[src/rtl/multi_ch_window_shift.sv]
// multi_ch_window_shift: per-channel sliding window of the last DEPTH samples.
// Each accepted sample shifts into its channel's window. The post-update window
// of that channel is then presented one cycle later. out_valid pulses once the
// channel holds DEPTH samples.
// Build option: define WINDOW_SUM_EN to keep a running signed window sum per
// channel on out_sum. Without it, out_sum is tied to zero.
module multi_ch_window_shift #(
    parameter int WIDTH    = 37,
    parameter int DEPTH    = 6,
    parameter int CHANNELS = 4,
    parameter int CH_W     = (CHANNELS > 1) ? $clog2(CHANNELS) : 1,
    parameter int SUM_W    = WIDTH + $clog2(DEPTH)
) (
    input  logic                   clk,
    input  logic                   rst,
    input  logic                   en_n,
    input  logic                   clear,
    input  logic                   in_valid,
    input  logic [CH_W-1:0]        in_ch,
    input  logic [WIDTH-1:0]       din,
    output logic                   out_valid,
    output logic [CH_W-1:0]        out_ch,
    output logic [DEPTH*WIDTH-1:0] out_taps,
    output logic [SUM_W-1:0]       out_sum,
    output logic [CHANNELS-1:0]    ch_full,
    output logic                   err
);

    localparam int                FILL_W   = $clog2(DEPTH + 1);
    localparam logic [FILL_W-1:0] FILL_MAX = FILL_W'(DEPTH);
    localparam logic [CH_W:0]     CH_LIMIT = (CH_W + 1)'(CHANNELS);

    logic [WIDTH-1:0]       win  [CHANNELS][DEPTH];
    logic [FILL_W-1:0]      fill [CHANNELS];

    logic                   do_clear;
    logic                   sample;
    logic                   in_range;
    logic                   accept;
    logic                   bad;
    logic [WIDTH-1:0]       sel_win [DEPTH-1];
    logic [FILL_W-1:0]      sel_fill;
    logic [FILL_W-1:0]      fill_next;
    logic [DEPTH*WIDTH-1:0] new_taps;

    // A sample qualifies only when enabled, not clearing, and the index is in range.
    always_comb begin
        do_clear = ~en_n & clear;
        sample   = ~en_n & ~clear & in_valid;
        in_range = ({1'b0, in_ch} < CH_LIMIT);
        accept   = sample & in_range;
        bad      = sample & ~in_range;
    end

    // Pick the addressed channel's window and fill count, and build its post-shift window.
    always_comb begin
        sel_fill = '0;
        for (int k = 0; k < DEPTH - 1; k++) sel_win[k] = '0;
        for (int c = 0; c < CHANNELS; c++) begin
            if (in_ch == CH_W'(c)) begin
                sel_fill = fill[c];
                for (int k = 0; k < DEPTH - 1; k++) sel_win[k] = win[c][k];
            end
        end
        fill_next = (sel_fill == FILL_MAX) ? FILL_MAX : sel_fill + 1'b1;
        new_taps  = '0;
        new_taps[WIDTH-1:0] = din;
        for (int k = 1; k < DEPTH; k++) new_taps[k*WIDTH +: WIDTH] = sel_win[k-1];
    end

    // A channel is full once it has seen DEPTH accepts since the last rst/clear.
    always_comb begin
        for (int c = 0; c < CHANNELS; c++) ch_full[c] = (fill[c] == FILL_MAX);
    end

    // Window shift, fill tracking, error flag and the registered presentation outputs.
    always_ff @(posedge clk) begin
        if (rst) begin
            out_valid <= 1'b0;
            out_ch    <= '0;
            out_taps  <= '0;
            err       <= 1'b0;
            for (int c = 0; c < CHANNELS; c++) begin
                fill[c] <= '0;
                for (int k = 0; k < DEPTH; k++) win[c][k] <= '0;
            end
        end else begin
            out_valid <= accept && (fill_next == FILL_MAX);
            if (do_clear) begin
                err <= 1'b0;
                for (int c = 0; c < CHANNELS; c++) begin
                    fill[c] <= '0;
                    for (int k = 0; k < DEPTH; k++) win[c][k] <= '0;
                end
            end else begin
                if (bad) err <= 1'b1;
                if (accept) begin
                    out_ch   <= in_ch;
                    out_taps <= new_taps;
                    for (int c = 0; c < CHANNELS; c++) begin
                        if (in_ch == CH_W'(c)) begin
                            fill[c]   <= fill_next;
                            win[c][0] <= din;
                            for (int k = 1; k < DEPTH; k++) win[c][k] <= win[c][k-1];
                        end
                    end
                end
            end
        end
    end

`ifdef WINDOW_SUM_EN
    logic signed [SUM_W-1:0] sum_r [CHANNELS];
    logic signed [SUM_W-1:0] sel_sum;
    logic signed [SUM_W-1:0] din_x;
    logic signed [SUM_W-1:0] old_x;
    logic signed [SUM_W-1:0] sum_next;

    // Running sum: add the newcomer and drop the sample falling off the window.
    // The final value always fits SUM_W, so any intermediate wrap cancels out.
    always_comb begin
        sel_sum = '0;
        old_x   = '0;
        for (int c = 0; c < CHANNELS; c++) begin
            if (in_ch == CH_W'(c)) begin
                sel_sum = sum_r[c];
                old_x   = {{(SUM_W-WIDTH){win[c][DEPTH-1][WIDTH-1]}}, win[c][DEPTH-1]};
            end
        end
        din_x    = {{(SUM_W-WIDTH){din[WIDTH-1]}}, din};
        sum_next = sel_sum + din_x - old_x;
    end

    // Per-channel sum registers and the presented sum.
    always_ff @(posedge clk) begin
        if (rst) begin
            out_sum <= '0;
            for (int c = 0; c < CHANNELS; c++) sum_r[c] <= '0;
        end else if (do_clear) begin
            for (int c = 0; c < CHANNELS; c++) sum_r[c] <= '0;
        end else if (accept) begin
            out_sum <= sum_next;
            for (int c = 0; c < CHANNELS; c++) begin
                if (in_ch == CH_W'(c)) sum_r[c] <= sum_next;
            end
        end
    end
`else
    assign out_sum = '0;
`endif

endmodule

[config.mk]
export PLATFORM = sky130hd
export DESIGN_NAME = multi_ch_window_shift
export DESIGN_NICKNAME = d
export VERILOG_FILES = /design/src/rtl/multi_ch_window_shift.sv
export SDC_FILE = /design/constraint.sdc
export NUM_CORES = 1
export LEC_CHECK = 0
export CAP_MARGIN = 20
export CORE_UTILIZATION = 40
export CTS_CLUSTER_DIAMETER = 30
export CTS_CLUSTER_SIZE = 40
export DETAILED_ROUTE_END_ITERATION = 7
export GPL_TIMING_DRIVEN = 0
export HOLD_SLACK_MARGIN = 0.1
export PLACE_DENSITY = 0.66
export SLEW_MARGIN = 20
export SYNTH_ARGS = -nofsm -noshare
export SYNTH_HDL_FRONTEND = slang
export SYNTH_SLANG_ARGS = --single-unit
[constraint.sdc]
create_clock -name clk -period 38.8 [get_ports clk]
set_input_delay 7.76 -clock clk [delete_from_list [all_inputs] [get_ports clk]]
set_output_delay 7.76 -clock clk [all_outputs]
set_load 0.03 [all_outputs]
* Word level (Yosys, flattened, before mapping)
Memory sizes are Yosys's and may differ from the RTL's. Cells that the tools add are included.
Storage, ports and cells: register bits 225, bits in writable memories 900, input port bits 44, logic and storage cells 170, memories kept 2
Operators by class: $add $sub $neg 1, equal/unequal tests 9, mux-type cells 90, bitwise logic cells 62, reductions and logical operators 3
Memory list:
- win | depth 4, bits a word 222, rd ports 4, clocked after Yosys merged registers in 0, wr ports 4, RTL line 33 | logic [WIDTH-1:0] win [CHANNELS][DEPTH];
- fill | depth 4, bits a word 3, rd ports 4, clocked after Yosys merged registers in 0, wr ports 4, RTL line 34 | logic [FILL_W-1:0] fill [CHANNELS];
Operator list (count):
- $mux 37 | 48
- $mux 185 | 4
- $or 1x1->1 | 56
- $mux 3 | 13
- $mux 1 | 25
- $eq 3x3->1 const B | 6
- $eq 2x2->1 const B | 2
- $add 3x1->3 const B | 1
- $and 1x1->1 | 3
- $not 1->1 | 3
- $eq 2x1->1 const B | 1
- $logic_not 2->1 | 1
- $reduce_and 2->1 | 1
- $logic_and 1x1->1 | 1

* Logic depth before layout (Yosys ltp)
depth in word-level cells 9, gate-level depth with buffers 8

* Least setup slack after synthesis
Ideal clock, no wire load.
path type in2reg, start input en_n, end memory fill[3][0] (netlist bit), enable pin, data arrival time 21.847 ns, setup slack 15.957 ns, stages 5, buffers on the path 3, cells stage by stage or3b_1 > buf_4 > buf_1 > clkbuf_1 > o21ai_0
RTL lines:
- start: declaration | RTL line 16 | input logic en_n,
- end: declaration | RTL line 34

==> metrics.yaml <==
clock_tree:
  htreeDepth: 4
  insertion_delay_ns: 0.76
  cts_buffer_depth: 3
  cts_buffers: 160
  post_cts_buffers: 0
  clock_sinks: 977
  cts.clk_slew.worst_paths_ns: 0.05
  cts_tree: "done"
  clockRootBuffer: "clkbuf_16"
  hold_buffers: 0
  post_cts_resized: 0
route:
  routedWlPerCell_um: 25.6
  route.vias.total: 26000
  avgViaCountPerCell: 5.40
  ant_nets: 0
  drc: 0
  dr.pass1.iters: 7
  drt_wl_total_um: 123000
  initialDrtViolationCount: 2671
yosys:
  seq_area_frac_synth_pct: 67.3
  syn_avg_cell_area_um2: 13.9
  synthesis.area_mm2: 0.0402
  synthDominantCellAreaShare_pct: 56.0
  synth_cell_types: 34
  yosysMostFrequentCell: "edfxtp_1"
  ys.flop_type: "edfxtp_1"
  yosysWarningCount: 0
  netlist_top_cells_area: "edfxtp_1 56%, dfxtp_1 11%, mux4_2 11%"
  ys_top_cells_by_count: "749 x edfxtp_1, 481 x and3_1, 461 x nand2_1"
  async_reset_ff_share_pct: 0
  synthCells: 2889
  synth_edf_count: 749
  ys_ff_latch: 977
  synth_top_area_cell: "edfxtp_1"
critical_path:
  cp.depth: 10
  worst_setup_path_start_kind: "input port"
  critPathMaxFanout: 20
  path_cells: "clkdlybuf4s50_1 -> a21oi_2 -> clkbuf_1 -> clkbuf_1 -> o21ai_4 -> buf_16 -> buf_16 -> buf_16 -> buf_16 -> buf_16"
  cp_top_family: "buffers and inverters"
  crit_top_cell: "buf_16"
  worstRegToRegCells: 4
  critical_path.startpoint: "rst"
  r2r-start: "fill[0][0]"
  timing.critical_path.buf_inv: 8
  worst-setup-path-type: "in -> reg"
  slowest_delay_ns: 0.80
  slowest_stage: "a21oi_2"
  cp-end-kind: "flip-flop"
  cp.required_ns: 39.30
  crit_arrival_ns: 12.05
die:
  die_w_um: 319
  die_area_mm2: 0.102
  io_pins: 314
  core-area_mm2: 0.0990
  start_util_pct: 40.6
  rows: 115
  die_height_um: 319
final_layout:
  fin_nets: 3436
  area_growth_pct: 26.9
  final_area_mm2: 0.0510
  fillers: 8238
  multi_input_area_mm2: 0.0120
  register_area_mm2: 0.0271
  layout-drive-gt1-share_pct: 16.6
hold_path:
  min-delay-start: "out_taps[209]"
  hold_path_class: "reg -> reg"
  whs_path_depth: 2
pwr:
  p_leak_uw: 0.0201
  power.density_mw_per_mm2: 55.5
  switchingPower_uw: 686
  p_clk_share_pct: 50.6
  switching_share_pct: 24.3
  seqPwrFrac_pct: 42.8
  power.internal_uw: 2140
  comb_power_share_pct: 6.6
  peakVddDrop_uv: 44.0
grt:
  grt.overflow.total: 0
  grt_max_degree: 50
  antenna_found_initial: 0
  grt_pass1_vias: 26600
  grt_pass1_wl_um: 178000
  track_usage_pct: 24.0
timing:
  tns_ns: 0
  post-route-period-util_pct: 29.8
  hold_slack_ns: 0.450
  fmax_mhz: 86.5
  fin_worst_skew_ns: 0.0280
  setup_viol: 0
  rsz0062_at_grt: "false"
  slew_violations: 0
  worst_pin_slew_ns: 1.15
  max-slew-margin-rel_pct: 23.4
  post-route-min-period_ns: 11.56
  hold_viol: 0
run:
  max_cap_viol_count: 0
placement:
  placedInstanceArea_mm2: 0.0455
  gp_congestion: 0.842
  hpwl_um: 92200
  io_buffers: 270
run_status:
  status: "finished, final reports clean"
[area by class of cell]
type / instances / share of cell area, %
flip-flops and latches: 977 / 53.1
multi-input cells: 1658 / 23.5
clock buffers: 190 / 8.28
repair buffers: 299 / 6.81
well taps: 1287 / 3.16
plain buffers: 291 / 2.66
clock inverters: 109 / 2.51
inverters: 3 / 0.0221
diodes: 1 / 0.00491
[cell usage in the layout (no fill, tap or decap), types with 9 or more instances in the layout]
cell type          n
edfxtp_1         749
clkinv_4          14
and2_1           222
mux4_2           188
conb_1            41
nand2_1          459
and3_1           481
clkinv_1           9
dfxtp_1          228
nor2_1            13
buf_4             43
clkinv_2          18
bufinv_16         14
clkbuf_16        163
a21oi_1          224
clkdlybuf4s50_1  270
clkinvlp_4        13
clkbuf_1         212
buf_16            26
buf_2             31
buf_1             13
inv_6             21
[final timing paths]
check	to	slack [ns]
setup / recovery	win[1][48]	27.24
hold / removal	out_taps[209]	0.45
hold reg to reg	out_taps[209]	0.45
setup reg to reg	fill[1][2]	36.71
[worst reg2reg max path, stage by stage (launching register included)]
cell and delay (ns):
edfxtp_1 0.41, mux4_2 0.52, ha_1 0.25, o21ai_0 0.54, nor2_1 0.09
[through the flow]
step	power (uW)	utilization (%)	setup slack [ns]	cells
after detailed placement	1420	45.9	26.64	4515
final	2830	51.5	27.24	4815
after global routing	2890	51.5	27.27	4814
after floorplan	1340	-	15.96	2929
after global placement	1430	45.1	5.25	4486
after CTS	2830	51.5	27.41	4814
[power by group through the flow]
| stage | clock network [uW] | registers, uW | logic, uW |
|---|---|---|---|
| 4_1_cts | 1440 | 1210 | 186 |
| 3_3_place_gp | 0 | 1260 | 170 |
| 5_1_grt | 1490 | 1210 | 194 |
| 6_report | 1430 | 1210 | 186 |
| 3_5_place_dp | 0 | 1230 | 185 |
| 2_1_floorplan | 0 | 1240 | 92.9 |
[state kept, by name (all words and copies together) (netlist names)]
signal	count
out_taps	222
out_valid	1
win	740
fill	12
out_ch	2
[cell families (layout without fill, tap and decap cells)]
logic type | Yosys count | after routing | synth area share [%]
compound gates | 233 | 233 | 2.92
mux | 189 | 189 | 10.6
buf+inv | 294 | 892 | 3.39
fa+ha+maj | 2 | 2 | 0.0623
simple gates | 1193 | 1193 | 15.7
flops | 977 | 977 | 67.3
other cells | 1 | 42 | 0.00933
[routing by layer]
| layer | wire [um] | part of all wire (%) | up-vias | global-route usage, % |
|---|---|---|---|---|
| met1 | 49400 | 40 | 12900 | 30.9 |
| met2 | 60400 | 49 | 1254 | 40.3 |
| met4 | 3820 | 3.1 | 0 | 8.40 |
| met5 | 0 | 0 | - | 0 |
| met3 | 9850 | 8.0 | 207 | 4.93 |
| li1 | - | - | 11600 | - |
Note: power is estimated with default switching activity, not from simulation.
